[config.mk]
export PLATFORM = sky130hd
export DESIGN_NAME = board_reset_ctrl
export DESIGN_NICKNAME = d
export VERILOG_FILES = /design/src/rtl/board_reset_pkg.sv /design/src/rtl/board_reset_ctrl_button_debouncer.sv /design/src/rtl/board_reset_ctrl.sv
export SDC_FILE = /design/constraint.sdc
export NUM_CORES = 1
export LEC_CHECK = 0
export BUFFER_PORTS_ARGS = -buffer_cell sky130_fd_sc_hd__buf_2
export CORE_ASPECT_RATIO = 1.4
export CORE_MARGIN = 2
export CORE_UTILIZATION = 40
export CTS_CLUSTER_SIZE = 24
export DETAILED_ROUTE_END_ITERATION = 8
export SYNTH_ARGS = -nofsm -noshare
export SYNTH_HDL_FRONTEND = slang
export SYNTH_SLANG_ARGS = --single-unit
export TNS_END_PERCENT = 50
[constraint.sdc]
create_clock -name clk -period 4.6 [get_ports clk]
set_clock_uncertainty 0.1 [all_clocks]
set_input_delay 0.46 -clock clk [delete_from_list [all_inputs] [get_ports clk]]
set_output_delay 0.46 -clock clk [all_outputs]
set_load 0.02 [all_outputs]
[src/rtl/board_reset_pkg.sv]
// Shared types and constants for the board reset sequencer.
package board_reset_pkg;

  typedef enum logic [1:0] {
    S_ASSERT,
    S_HOLD,
    S_RUN
  } rst_state_t;

  localparam int unsigned RESET_COUNT_W = 8;

endpackage

[src/rtl/board_reset_ctrl_button_debouncer.sv]
// Button synchronizer followed by a consecutive-sample debounce filter.
module button_debouncer #(
  parameter int unsigned SYNC_STAGES     = 2,
  parameter int unsigned DEBOUNCE_CYCLES = 65536
) (
  input  logic clk,
  input  logic rst,
  input  logic din,
  output logic dout
);

  localparam int unsigned DebW = $clog2(DEBOUNCE_CYCLES);
  localparam logic [DebW-1:0] DebLast = DebW'(DEBOUNCE_CYCLES - 1);

  logic [SYNC_STAGES-1:0] sync_q;
  logic [DebW-1:0]        deb_cnt_q;
  logic                   stable_q;
  logic                   synced;

  assign synced = sync_q[SYNC_STAGES-1];
  assign dout   = stable_q;

  // Stages reset to 0 so the button reads as pressed until proven otherwise.
  always_ff @(posedge clk or posedge rst) begin
    if (rst) begin
      sync_q <= '0;
    end else begin
      sync_q <= {sync_q[SYNC_STAGES-2:0], din};
    end
  end

  always_ff @(posedge clk or posedge rst) begin
    if (rst) begin
      deb_cnt_q <= '0;
      stable_q  <= 1'b0;
    end else if (synced == stable_q) begin
      deb_cnt_q <= '0;
    end else if (deb_cnt_q == DebLast) begin
      deb_cnt_q <= '0;
      stable_q  <= synced;
    end else begin
      deb_cnt_q <= deb_cnt_q + 1'b1;
    end
  end

endmodule

[src/rtl/board_reset_ctrl.sv]
// Divided SoC clock/enable generator and debounced reset sequencer for the SoC.
module board_reset_ctrl
  import board_reset_pkg::*;
#(
  parameter int unsigned CLK_DIV         = 2,
  parameter int unsigned DEBOUNCE_CYCLES = 65536,
  parameter int unsigned HOLD_CYCLES     = 16,
  parameter int unsigned SYNC_STAGES     = 2
) (
  input  logic                     clk,
  input  logic                     rst,
  input  logic                     btn_rst_n,
  output logic                     clk_div,
  output logic                     clk_en,
  output logic                     soc_rst_n,
  output logic                     rst_active,
  output logic [RESET_COUNT_W-1:0] reset_count
);

  localparam int unsigned DivW  = $clog2(CLK_DIV);
  localparam int unsigned HoldW = (HOLD_CYCLES > 1) ? $clog2(HOLD_CYCLES) : 1;
  localparam logic [DivW-1:0]  DivLast  = DivW'(CLK_DIV - 1);
  localparam logic [DivW-1:0]  DivHalf  = DivW'(CLK_DIV / 2);
  localparam logic [HoldW-1:0] HoldLast = HoldW'(HOLD_CYCLES - 1);

  logic                     stable;
  logic [DivW-1:0]          div_cnt_q, div_cnt_d;
  logic                     clk_div_q, clk_en_q, en_next;
  logic [HoldW-1:0]         hold_cnt_q;
  rst_state_t               state_q;
  logic                     soc_rst_n_q, rst_active_q;
  logic [RESET_COUNT_W-1:0] reset_count_q;

  button_debouncer #(
    .SYNC_STAGES    (SYNC_STAGES),
    .DEBOUNCE_CYCLES(DEBOUNCE_CYCLES)
  ) u_debouncer (
    .clk (clk),
    .rst (rst),
    .din (btn_rst_n),
    .dout(stable)
  );

  always_comb begin
    div_cnt_d = (div_cnt_q == DivLast) ? '0 : div_cnt_q + 1'b1;
    en_next   = (div_cnt_d == DivLast);
  end

  // Outputs are decoded from the next count so they line up with div_cnt_q.
  always_ff @(posedge clk or posedge rst) begin
    if (rst) begin
      div_cnt_q <= '0;
      clk_div_q <= 1'b0;
      clk_en_q  <= 1'b0;
    end else begin
      div_cnt_q <= div_cnt_d;
      clk_div_q <= (div_cnt_d < DivHalf);
      clk_en_q  <= en_next;
    end
  end

  // Hold advances on the update that raises clk_en, so release lands in an enable cycle.
  always_ff @(posedge clk or posedge rst) begin
    if (rst) begin
      state_q       <= S_ASSERT;
      hold_cnt_q    <= '0;
      soc_rst_n_q   <= 1'b0;
      rst_active_q  <= 1'b1;
      reset_count_q <= '0;
    end else begin
      unique case (state_q)
        S_ASSERT: begin
          if (stable) begin
            state_q    <= S_HOLD;
            hold_cnt_q <= '0;
          end
        end
        S_HOLD: begin
          if (!stable) begin
            state_q <= S_ASSERT;
          end else if (en_next) begin
            if (hold_cnt_q == HoldLast) begin
              state_q      <= S_RUN;
              soc_rst_n_q  <= 1'b1;
              rst_active_q <= 1'b0;
            end else begin
              hold_cnt_q <= hold_cnt_q + 1'b1;
            end
          end
        end
        S_RUN: begin
          if (!stable) begin
            state_q      <= S_ASSERT;
            soc_rst_n_q  <= 1'b0;
            rst_active_q <= 1'b1;
            if (reset_count_q != '1) begin
              reset_count_q <= reset_count_q + 1'b1;
            end
          end
        end
        default: begin
          state_q      <= S_ASSERT;
          soc_rst_n_q  <= 1'b0;
          rst_active_q <= 1'b1;
        end
      endcase
    end
  end

  assign clk_div     = clk_div_q;
  assign clk_en      = clk_en_q;
  assign soc_rst_n   = soc_rst_n_q;
  assign rst_active  = rst_active_q;
  assign reset_count = reset_count_q;

endmodule

Yosys cells after proc, flatten, opt, wreduce, memory -nomap -nowiden
Index checks and enable logic that the tools add are counted.
Storage, ports and cells
  register bits: 37
  input port bits: 3
  output and inout bits: 12
  logic and storage cells: 63
Operators by class
  add/sub/neg operators: 4
  order comparisons: 1
  eq/ne operators: 14
  mux-type cells: 24
  bitwise gates (word level): 3
  reduce and logical (&&, ||, !) cells: 7
Operators with widths (number)
  $mux 16: 2
  $add 16x1->16 const B: 1
  $eq 16x16->1 const B: 1
  $mux 4: 4
  $mux 2: 5
  $reduce_and 5->1: 2
  $mux 1: 9
  $add 8x1->8 const B: 1
  $ne 2x2->1 const B: 4
  $ne 8x8->1 const B: 1
  $pmux 4 s2: 1
  $ne 3x3->1 const B: 2
  $pmux 1 s3: 2
  $pmux 2 s3: 1
  $add 4x1->4 const B: 1
  $eq 4x4->1 const B: 1
  $ne 2x1->1 const B: 2
  $reduce_and 4->1: 1
  $not 1->1: 3
  $reduce_and 3->1: 1
  $eq 2x1->1 const B: 1
  $eq 2x2->1 const B: 1
  $logic_not 2->1: 1
  $reduce_and 2->1: 1
  other kinds (4): 4

Longest topological paths before layout
  depth in word-level cells: 5
  depth in mapped cells: 6
  mapped depth without buffers: 5

Hierarchy
A second synthesis with hierarchy kept.
Second synthesis, totals
  cells, all modules: 171
  area, all modules: 1778.0 um2
Modules (own cells, without submodules)
  board_reset_ctrl: instances 1, cells each 85, area each 903.4 um2, sequential area each 451.7 um2
  button_debouncer: instances 1, cells each 86, area each 874.6 um2, sequential area each 475.5 um2

Worst setup path after synthesis
No wires, ideal clock.
  path type: flip-flop to flip-flop
  from: register reset_count_q[0] (netlist: reset_count[0])
  to: register reset_count_q[7] (netlist: reset_count[7])
  library setup time: 132 ps
  arrival time: 1385 ps
  required time: 4368 ps
  slack: 2984 ps
  cell stages (with the launch flop): 6
  path buffers: 0
  period minus slack after synthesis: 1616 ps
  path through: dfrtp_1 -> ha_1 -> nand3_1 -> o21ai_1 -> nor3_1 -> xor2_1
Between the ends
  word-level cells in the longest chain between the ends: 2
  elaborated cells on any way between the ends: 3
  classes of those cells: 1 x add/sub; 1 x eq/ne; 1 x reduce/logical
Ends and longest elaborated chain
  start: declaration: RTL line board_reset_ctrl.sv:32  | logic [RESET_COUNT_W-1:0] reset_count_q;
  start signal: assignment: RTL line board_reset_ctrl.sv:97  | reset_count_q <= reset_count_q + 1'b1;
  parallel branches: the longest is 2 deep, another holds $add 8x1->8
Parallel ways; which one is timed is not known.
A chain may end at the register's enable or synchronous reset.

Final worst setup path
  from: register u_debouncer.deb_cnt_q[0]
  to: register u_debouncer.deb_cnt_q[9]
Between the ends
  word-level cells in the longest chain between the ends: 3
  elaborated cells on any way between the ends: 4
  classes of those cells: 1 x add/sub; 1 x eq/ne; 2 x mux
Ends and longest elaborated chain
  start: declaration: RTL line board_reset_ctrl_button_debouncer.sv:16  | logic [DebW-1:0] deb_cnt_q;
  start signal: assignment: RTL line board_reset_ctrl_button_debouncer.sv:42  | deb_cnt_q <= deb_cnt_q + 1'b1;
  $add 16x1->16 or $eq 16x16->1 (tied branches): RTL line board_reset_ctrl_button_debouncer.sv:42, board_reset_ctrl_button_debouncer.sv:38
  $mux 16 *: RTL line board_reset_ctrl_button_debouncer.sv:38  | end else if (deb_cnt_q == DebLast) begin
  $mux 16 *: RTL line board_reset_ctrl_button_debouncer.sv:36  | end else if (synced == stable_q) begin
Mark *: on every way between the ends. The rest lies on a longest branch, timed or not.

==> run_results.csv <==
group,metric,value,unit
status,status,"finished clean",
synth,synthMostInstantiatedCell,"dfrtp_1",
pwr,p_per_area,290,nW/um^2
pwr,p_seq_frac,0.596,
cells_and_area,syn2layout_area_growth,11.0,%
sta,maxSlewHeadroom,0.686,
pwr,ir_worst_vdd,0.206,mV
critical_path,slowest_stage,"dfrtp_1",
clocking,cts_hold_buffers,0,
grt,grt_pass1_wl,5.20,mm
placement,dp_hpwl,2.08,mm
pwr,comb_power_share,0.025,
route,routed_via_density,5.20,
critical_path,endpoint_kind,"register",
grt,grt_max_degree,38,
route,first_pass_iters,4,
synth,yosysTopAreaCellShare,0.522,
synth,yosys_warnings,0,
synth,synthTopCellsByCount,"dfrtp_1 (36), nor2_1 (25), xnor2_1 (17)",
pwr,power_frac_clock,0.378,
pwr,power,0.555,mW
clocking,clk_path_buf_depth,2,
sta,period_minus_slack,1.70,ns
synth,async_reset_ff_frac,1.00,
cells_and_area,antenna_cells,0,
clocking,cts_setup_buffers,0,
pwr,p_switching,0.118,mW
route,postRouteAntennaNets,0,
critical_path,worstPathMaxFanout,15,
clocking,clkTransAtPathRegs,0.07,ns
sta,drv_slew,0,
cells_and_area,multi_input_area,742,sq um
critical_path,critPathTopFamily,"simple AND/OR/NAND/NOR gates",
floorplanning,dieArea,4860,sq um
grt,grt_usage,0.140,
critical_path,crit_buf_inv,0,
placement,dp_cells,219,
floorplanning,die_y,81.7,um
synth,postSynthCellCount,163,
critical_path,crit_path_start_kind,"register",
critical_path,slowest_delay,0.39,ns
worst_hold_path,hold_class,"in2async",
clocking,cts.sinks,37,
floorplanning,start_util,0.410,
clocking,clock_latency,0.28,ns
grt,first_global_vias,1235,
sta,finalHoldViolCount,0,
pwr,p_sw_frac,0.212,
synth,ys_seq_area_frac,0.537,
sta,max_freq,588,MHz
critical_path,cp.arrival,1.76,ns
clocking,htree_levels,2,
cells_and_area,regArea,927,sq um
route,drc,0,
route,vias,1181,
synth,syn_avg_cell_area,10.6,sq um
synth,synth.distinct_cells,33,
sta,finalCritPeriodShare,0.370,
cells_and_area,drive_gt1_frac,0.170,
route,drtIter0Drc,11,
grt,antenna_found_initial,0,
sta,tns,0,ns
cells_and_area,final_cells,227,
synth,ys_top_cells_by_area,"dfrtp_1 (52%), xnor2_1 (8.6%), nor2_1 (5.4%), nand2_1 (2.6%), a22o_1 (2.5%)",
job,cap_violations,0,
synth,synth_nets,169,
floorplanning,rows,28,
floorplanning,core_area,4200,sq um
sta,rsz0062_at_grt,"no",
pwr,leakage,0.884,nW
floorplanning,die_w,59.5,um
clocking,cts-root-buf,"clkbuf_8",
critical_path,critPathKind,"reg2reg",
synth,yosys.area.top_type,"dfrtp_1",
cells_and_area,layout.nets,187,
placement,port_buffers,14,
critical_path,worstPathRequired,4.66,ns
route,wl_per_cell,12.7,um
synth,ys_ff_latch,37,
synth,synth-edff-count,0,
route,drt-total-wl,2.88,mm
sta,tightest_slew,0.467,ns
critical_path,path_cells,"ha_1, nand3_2, nor3_4, a41o_2, nor2_1",
cells_and_area,num-fill-cells,402,
pwr,p_int,0.437,mW
synth,synthesis.area,1730,sq um
grt,grt_overflow,0,
clocking,post_cts_resized,0,
placement,place.gp.congestion,0.734,
floorplanning,pin_count,15,
clocking,cts_tree,"built",
clocking,cts-buffers-inserted,5,
sta,finalSetupViolCount,0,
synth,synth_flop_cell,"dfrtp_1",
[metal layers]
layer	wire length, um	GRT usage	up-vias
met2	1550	0.244	15
met4	58	0.0733	0
met3	77	0.0346	6
met5	0	0	-
li1	-	-	591
met1	1190	0.156	569
[final cells by class]
cell class | instances | area share
clock buffer | 6 | 0.0379
clock inverter | 2 | 0.00523
inverter | 8 | 0.0157
multi-input combinational | 114 | 0.387
sequential | 37 | 0.484
tap | 45 | 0.0294
timing repair buffer | 15 | 0.0405
[cell families after synthesis]
group                    share of synthesized area
buffers and inverters                       0.0326
multiplexers                                0.0131
XOR/XNOR                                     0.112
AO/OA/AOI/OAI                               0.0812
adder cells (fa/ha/maj)                     0.0218
AND/OR/NAND/NOR                              0.202
flip-flops                                   0.537
[power groups by stage]
stage	clock [mW]	sequential (mW)	combinational, mW
detailed placement	0	0.337	0.0147
floorplan	0	0.336	0.0114
global route	0.233	0.331	0.0167
global placement	0	0.337	0.0141
CTS	0.220	0.331	0.0148
finish	0.210	0.331	0.0140
[state kept, by name (all words and copies together), names as in the netlist]
| register | count |
|---|---|
| u_debouncer.sync_q | 2 |
| state_q | 2 |
| rst_active | 1 |
| hold_cnt_q | 4 |
| reset_count | 8 |
| soc_rst_n | 1 |
| u_debouncer.dout | 1 |
| clk_en | 1 |
| u_debouncer.deb_cnt_q | 16 |
| clk_div | 1 |
[tightest hold or removal path: cells and delay by family]
family,cells,cell delay (ns)
buffers and inverters,3,0.51
[path summary, 6_finish.rpt]
path / start / endpoint / slack (ns) / depth (start not counted)
max in group asynchronous: rst / rst_active / 3.88 / 3
worst max-delay path: u_debouncer.deb_cnt_q[0] / u_debouncer.deb_cnt_q[9] / 2.90 / 5
worst max register to register: u_debouncer.deb_cnt_q[0] / u_debouncer.deb_cnt_q[9] / 2.90 / 5
worst min register to register: u_debouncer.sync_q[0] / u_debouncer.sync_q[1] / 0.25 / 0
min in group clk: btn_rst_n / u_debouncer.sync_q[0] / 0.19 / 1
worst min-delay path: rst / reset_count[5] / 0.16 / 3
[placed cells by master (no fill, tap or decap), types with 4 or more instances in the layout]
cell       n
nor4_1     5
a22o_1     5
nand4_1    5
clkbuf_8   5
nand3_1    6
nand2_1   12
o21ai_0    5
xnor2_1   17
xor2_1     5
dfrtp_1   36
nor2_1    25
nor3_1     4
buf_2     14
inv_1      8
[per-stage QoR]
stage	utilization	area (sq um)	setup WS (ns)	hold WS, ns
global route	0.456	1920	2.77	0.178
detailed placement	0.436	1830	2.90	0.236
floorplan	-	1730	2.98	0.231
finish	0.456	1920	2.90	0.164
CTS	0.456	1920	2.88	0.178
global placement	0.436	1830	2.96	0.232
Power figures use the tool's default switching activity.
